--- src/rtl/fir_tdm_mac.sv ---
// Time-multiplexed single-multiplier FIR serving CH channels with shared, runtime-writable coefficients.
// Optional FIR_SAT_EN: saturate (instead of wrap) when the output is narrower than the accumulator.
module fir_tdm_mac #(
    parameter int unsigned IW   = 12,
    parameter int unsigned CW   = 12,
    parameter int unsigned TAPS = 8,
    parameter int unsigned CH   = 1,
    parameter int unsigned OW   = 31,
    localparam int unsigned CHW = (CH > 1) ? $clog2(CH) : 1,
    localparam int unsigned TW  = $clog2(TAPS),
    localparam int unsigned AW  = IW + CW + TW
) (
    input  logic                 i_clk,
    input  logic                 i_rst,
    input  logic                 i_ce,
    input  logic                 i_valid,
    output logic                 o_ready,
    input  logic [IW-1:0]        i_sample,
    input  logic [CHW-1:0]       i_ch,
    input  logic                 i_coef_we,
    input  logic [TW-1:0]        i_coef_addr,
    input  logic [CW-1:0]        i_coef_data,
    output logic [OW-1:0]        o_result,
    output logic [CHW-1:0]       o_ch,
    output logic                 o_data_valid,
    output logic                 o_sat
);

    localparam int unsigned PW = IW + CW;

    typedef enum logic {IDLE, MAC} state_t;

    state_t state, state_nxt;

    logic signed [IW-1:0] hist [CH][TAPS];
    logic [TW-1:0]        wr_ptr [CH];
    logic signed [CW-1:0] coef [TAPS];
    logic signed [AW-1:0] acc;
    logic [TW-1:0]        k;
    logic [TW-1:0]        base;
    logic [CHW-1:0]       ch_q;

    logic                 ch_ok_c, addr_ok_c;
    logic                 accept_c, coef_wr_c, last_c;
    logic [TW-1:0]        rd_idx_c;
    logic signed [IW-1:0] x_c;
    logic signed [CW-1:0] coef_c;
    logic signed [PW-1:0] prod_c;
    logic signed [AW-1:0] acc_sum_c;
    logic [OW-1:0]        res_c;
    logic                 sat_c;

    // Range checks widened by one bit so CH / TAPS equal to a power of two stay representable
    assign ch_ok_c   = {1'b0, i_ch} < (CHW+1)'(CH);
    assign addr_ok_c = {1'b0, i_coef_addr} < (TW+1)'(TAPS);

    // Next-state and control strobes
    always_comb begin
        state_nxt = state;
        accept_c  = 1'b0;
        coef_wr_c = 1'b0;
        last_c    = 1'b0;
        case (state)
            IDLE: begin
                coef_wr_c = i_coef_we && addr_ok_c;
                if (i_valid && ch_ok_c) begin
                    accept_c  = 1'b1;
                    state_nxt = MAC;
                end
            end
            MAC: begin
                if (k == TW'(TAPS - 1)) begin
                    last_c    = 1'b1;
                    state_nxt = IDLE;
                end
            end
        endcase
    end

    // State register; o_ready mirrors the idle state
    always_ff @(posedge i_clk or posedge i_rst) begin
        if (i_rst) begin
            state   <= IDLE;
            o_ready <= 1'b1;
        end else if (i_ce) begin
            state   <= state_nxt;
            o_ready <= (state_nxt == IDLE);
        end
    end

    // Circular history index of tap k, modulo TAPS for any TAPS
    always_comb begin
        if (base >= k) rd_idx_c = base - k;
        else           rd_idx_c = base + TW'(TAPS) - k;
    end

    assign x_c       = hist[ch_q][rd_idx_c];
    assign coef_c    = coef[k];
    assign prod_c    = PW'(x_c) * PW'(coef_c);
    assign acc_sum_c = acc + {{TW{prod_c[PW-1]}}, prod_c};

    // Accumulator to output width conversion
    generate
        if (OW >= AW) begin : g_ext
            assign res_c = OW'(acc_sum_c);
            assign sat_c = 1'b0;
        end else begin : g_narrow
            logic unused_hi_c;
`ifdef FIR_SAT_EN
            localparam logic signed [AW-1:0] RMAX = {{(AW-OW+1){1'b0}}, {(OW-1){1'b1}}};
            localparam logic signed [AW-1:0] RMIN = {{(AW-OW+1){1'b1}}, {(OW-1){1'b0}}};
            logic hi_c, lo_c;
            assign hi_c  = acc_sum_c > RMAX;
            assign lo_c  = acc_sum_c < RMIN;
            assign res_c = hi_c ? {1'b0, {(OW-1){1'b1}}} :
                           lo_c ? {1'b1, {(OW-1){1'b0}}} : acc_sum_c[OW-1:0];
            assign sat_c = hi_c | lo_c;
            assign unused_hi_c = 1'b0;
`else
            assign res_c = acc_sum_c[OW-1:0];
            assign sat_c = 1'b0;
            assign unused_hi_c = ^acc_sum_c[AW-1:OW];
`endif
        end
    endgenerate

    // Datapath: history, coefficients, accumulator and registered outputs
    always_ff @(posedge i_clk or posedge i_rst) begin
        if (i_rst) begin
            for (int unsigned c = 0; c < CH; c++) begin
                wr_ptr[c] <= '0;
                for (int unsigned t = 0; t < TAPS; t++) hist[c][t] <= '0;
            end
            for (int unsigned t = 0; t < TAPS; t++) coef[t] <= '0;
            acc          <= '0;
            k            <= '0;
            base         <= '0;
            ch_q         <= '0;
            o_result     <= '0;
            o_ch         <= '0;
            o_data_valid <= 1'b0;
            o_sat        <= 1'b0;
        end else if (i_ce) begin
            o_data_valid <= 1'b0;
            o_sat        <= 1'b0;
            if (coef_wr_c) coef[i_coef_addr] <= i_coef_data;
            if (accept_c) begin
                hist[i_ch][wr_ptr[i_ch]] <= i_sample;
                wr_ptr[i_ch] <= (wr_ptr[i_ch] == TW'(TAPS - 1)) ? '0 : wr_ptr[i_ch] + TW'(1);
                base <= wr_ptr[i_ch];
                ch_q <= i_ch;
                acc  <= '0;
                k    <= '0;
            end else if (state == MAC) begin
                acc <= acc_sum_c;
                k   <= k + TW'(1);
                if (last_c) begin
                    o_result     <= res_c;
                    o_ch         <= ch_q;
                    o_data_valid <= 1'b1;
                    o_sat        <= sat_c;
                end
            end
        end
    end

endmodule

--- config.mk ---
export PLATFORM = sky130hd
export DESIGN_NAME = fir_tdm_mac
export DESIGN_NICKNAME = d
export VERILOG_FILES = /design/src/rtl/fir_tdm_mac.sv
export SDC_FILE = /design/constraint.sdc
export NUM_CORES = 1
export LEC_CHECK = 0
export CORE_MARGIN = 1.5
export CORE_UTILIZATION = 57
export DETAILED_ROUTE_END_ITERATION = 12
export HOLD_SLACK_MARGIN = 0.15
export MAX_ROUTING_LAYER = met4
export PLACE_DENSITY = 0.76
export SLEW_MARGIN = 20
export SYNTH_ARGS = -nofsm -noshare
export SYNTH_HDL_FRONTEND = slang
export SYNTH_SLANG_ARGS = --single-unit
export TNS_END_PERCENT = 50
--- constraint.sdc ---
create_clock -name i_clk -period 9.5 [get_ports i_clk]
set_clock_uncertainty 0.05 [all_clocks]
set_input_delay 1.9 -clock i_clk [delete_from_list [all_inputs] [get_ports i_clk]]
set_output_delay 1.9 -clock i_clk [all_outputs]
set_load 0.01 [all_outputs]
==> results.sh <==
export IMPL_critPathMaxStageDelay_ps=540
export IMPL_crit_path_start_kind="register"
export IMPL_ys_top_cells_by_area="dfrtp_1, fa_1, mux2_2"
export IMPL_ys_types=69
export IMPL_nFillCells=2320
export IMPL_max_slew_margin_pct=30.4
export IMPL_hold_class="register to register"
export IMPL_clock_path_buffers=3
export IMPL_crit_family="adder cells"
export IMPL_period_needed_ps=9120
export IMPL_viasPerCell=5.75
export IMPL_root_buffer="clkbuf_16"
export IMPL_portBuffers=66
export IMPL_status="finished, final reports clean"
export IMPL_initialDrtViolationCount=612
export IMPL_yosysSeqAreaShare_pct=36.0
export IMPL_postSynthCellCount=1554
export IMPL_finalCritPeriodShare_pct=96.0
export IMPL_area_delta_synth_final_pct=12.2
export IMPL_reg2reg_to="acc[26]$_DFFE_PP0P_"
export IMPL_fin_nets=1873
export IMPL_timing_rr_start="base[0]$_DFFE_PP0P_"
export IMPL_avgSynthCellArea_um2=11.6
export IMPL_diodes=0
export IMPL_ys_flop_type="dfrtp_1"
export IMPL_dr_pass1_iters=5
export IMPL_insertion_delay_ps=590
export IMPL_critPathCapture="acc[26]$_DFFE_PP0P_"
export IMPL_path_clk_slew_ps=60
export IMPL_crit_path_start="base[0]$_DFFE_PP0P_"
export IMPL_final_common_cell="dfrtp_1"
export IMPL_cts_tree="done"
export IMPL_slowest_stage="fa_1"
export IMPL_cap_violations=0
export IMPL_gp_congestion=0.877
export IMPL_cts_sinks=260
export IMPL_grtUsageTotal_pct=24.8
export IMPL_ys_ff_latch=260
export IMPL_worstPathMaxFanout=12
export IMPL_die_area_um2=32700
export IMPL_post_route_drc_count=0
export IMPL_netlist_area_um2=18100
export IMPL_setup_viol=0
export IMPL_synthArstFlopShare_pct=100
export IMPL_path_class="register to register"
export IMPL_min_from="o_result[14]$_DFFE_PP0P_"
export IMPL_tns_ps=0
export IMPL_most_common_layout_cells="dfrtp_1, mux2_2, inv_1"
export IMPL_required_ps=9840
export IMPL_crit_arrival_ps=9460
export IMPL_synth_top_area_share_pct=35.9
export IMPL_hpwl_mm=27.0
export IMPL_avgRoutedWirePerCell_um=18.6
export IMPL_grt_max_degree=128
export IMPL_start_util_pct=58.4
export IMPL_cp_num_buf_inv=9
export IMPL_die_y_um=181
export IMPL_r2r_slack_ps=380
export IMPL_synth_edf_count=0
export IMPL_drive_gt1_share_pct=27.1
export IMPL_end_kind="register"
export IMPL_rows=64
export IMPL_ios=68
export IMPL_core_um2=30900
export IMPL_worst_pin_slew_ps=1040
export IMPL_grt_overflow_total=0
export IMPL_die_x_um=181
export IMPL_ant_nets=0
export IMPL_yosys_warnings=0
export IMPL_drv_slew=0
export IMPL_yosysTopAreaCell="dfrtp_1"
export IMPL_vias=11700
export IMPL_grt_pass1_vias=12400
export IMPL_max_freq_ghz=0.110
export IMPL_cp_num_cells=38
export IMPL_wirelength_mm=37.9
export IMPL_synth_nets=1810
export IMPL_grt_first_pass_wirelength_mm=63.5
export IMPL_reg2reg_depth=38
export IMPL_hold_violations=0
export IMPL_numCtsBuffers=28
export IMPL_htreeDepth=1
export IMPL_antenna_found_initial=0
[tightest hold or removal path: cells and delay by family (launching register included)]
| kind | cells | cell delay, ps |
|---|---|---|
| compound gates | 1 | 60 |
| simple gates | 1 | 50 |
| flops | 1 | 340 |
[state kept, by name, indices dropped and copies added, names as in the netlist]
register / flops
coef: 96
hist: 96
acc: 27
o_result: 27
base: 3
k: 3
wr_ptr: 3
ch_q: 1
o_ch: 1
o_data_valid: 1
o_ready: 1
state: 1
[layer usage]
| metal | part of all wire, % | track usage [%] | vias up |
|---|---|---|---|
| li1 | - | - | 5345 |
| met1 | 45 | 32.9 | 5999 |
| met2 | 47 | 39.9 | 285 |
| met3 | 5.1 | 4.01 | 79 |
| met4 | 2.8 | 6.77 | 0 |
| met5 | 0 | - | - |
[through the flow]
stage,area (µm²),util (%),hold WS [ps],instances,setup slack [ps]
final,20300,65.5,426,2035,379
after global routing,20300,65.5,446,2035,-40.3
after CTS,20200,65.3,433,2032,5.60
after detailed placement,19200,62.2,420,1980,-30.5
after global placement,19200,62.2,410,1980,293
after floorplan,18100,-,397,1554,397
[logic make-up (layout without fill, tap and decap cells)]
logic type,Yosys count,after routing,share of synthesized area [%]
compound gates,167,167,5.94
xor+xnor,47,47,2.28
fa+ha+maj,223,223,21.3
buf+inv,261,346,5.63
flops,260,260,36.0
mux,270,270,19.7
other cells,1,1,0.0208
simple gates,325,325,9.13
[timing repair]
item                       4_1_cts  5_1_grt
setup endpoints to repair        3       17
pin swaps                        0        1
hold buffers                     0        0
buffers inserted                 0        3
resized for setup                2        6
[Yosys cell counts, drive strengths merged (26+ instances only)]
cell type / instances
mux4: 48
inv: 188
fa: 140
buf: 27
nand2: 91
dfrtp: 259
xnor2: 29
o21ai: 69
ha: 83
mux2i: 26
clkbuf: 46
or2: 90
nor2: 63
mux2: 196
a21oi: 29
[final cells by class]
| cell class | instances | area [µm²] | share of cell area [%] |
|---|---|---|---|
| multi-input cells | 1033 | 10600 | 52.3 |
| flip-flops and latches | 260 | 6510 | 32.1 |
| repair buffers | 106 | 973 | 4.81 |
| clock inverters | 9 | 129 | 0.636 |
| inverters | 188 | 713 | 3.52 |
| well taps | 396 | 495 | 2.45 |
| clock buffers | 43 | 837 | 4.13 |
[worst min-delay path by stage]
stage | endpoint | slack, ps | cells after the start
after CTS | o_result[14]$_DFFE_PP0P_ | 430 | 2
after global placement | base[0]$_DFFE_PP0P_ | 410 | 1
final | o_result[14]$_DFFE_PP0P_ | 430 | 2
after detailed placement | o_result[14]$_DFFE_PP0P_ | 420 | 2
after floorplan | ch_q$_DFFE_PP0P_ | 400 | 1
after global routing | o_result[17]$_DFFE_PP0P_ | 450 | 2
Power is not shown: default switching activity piles up to over one toggle a cycle in this logic, so the estimate is an artifact.
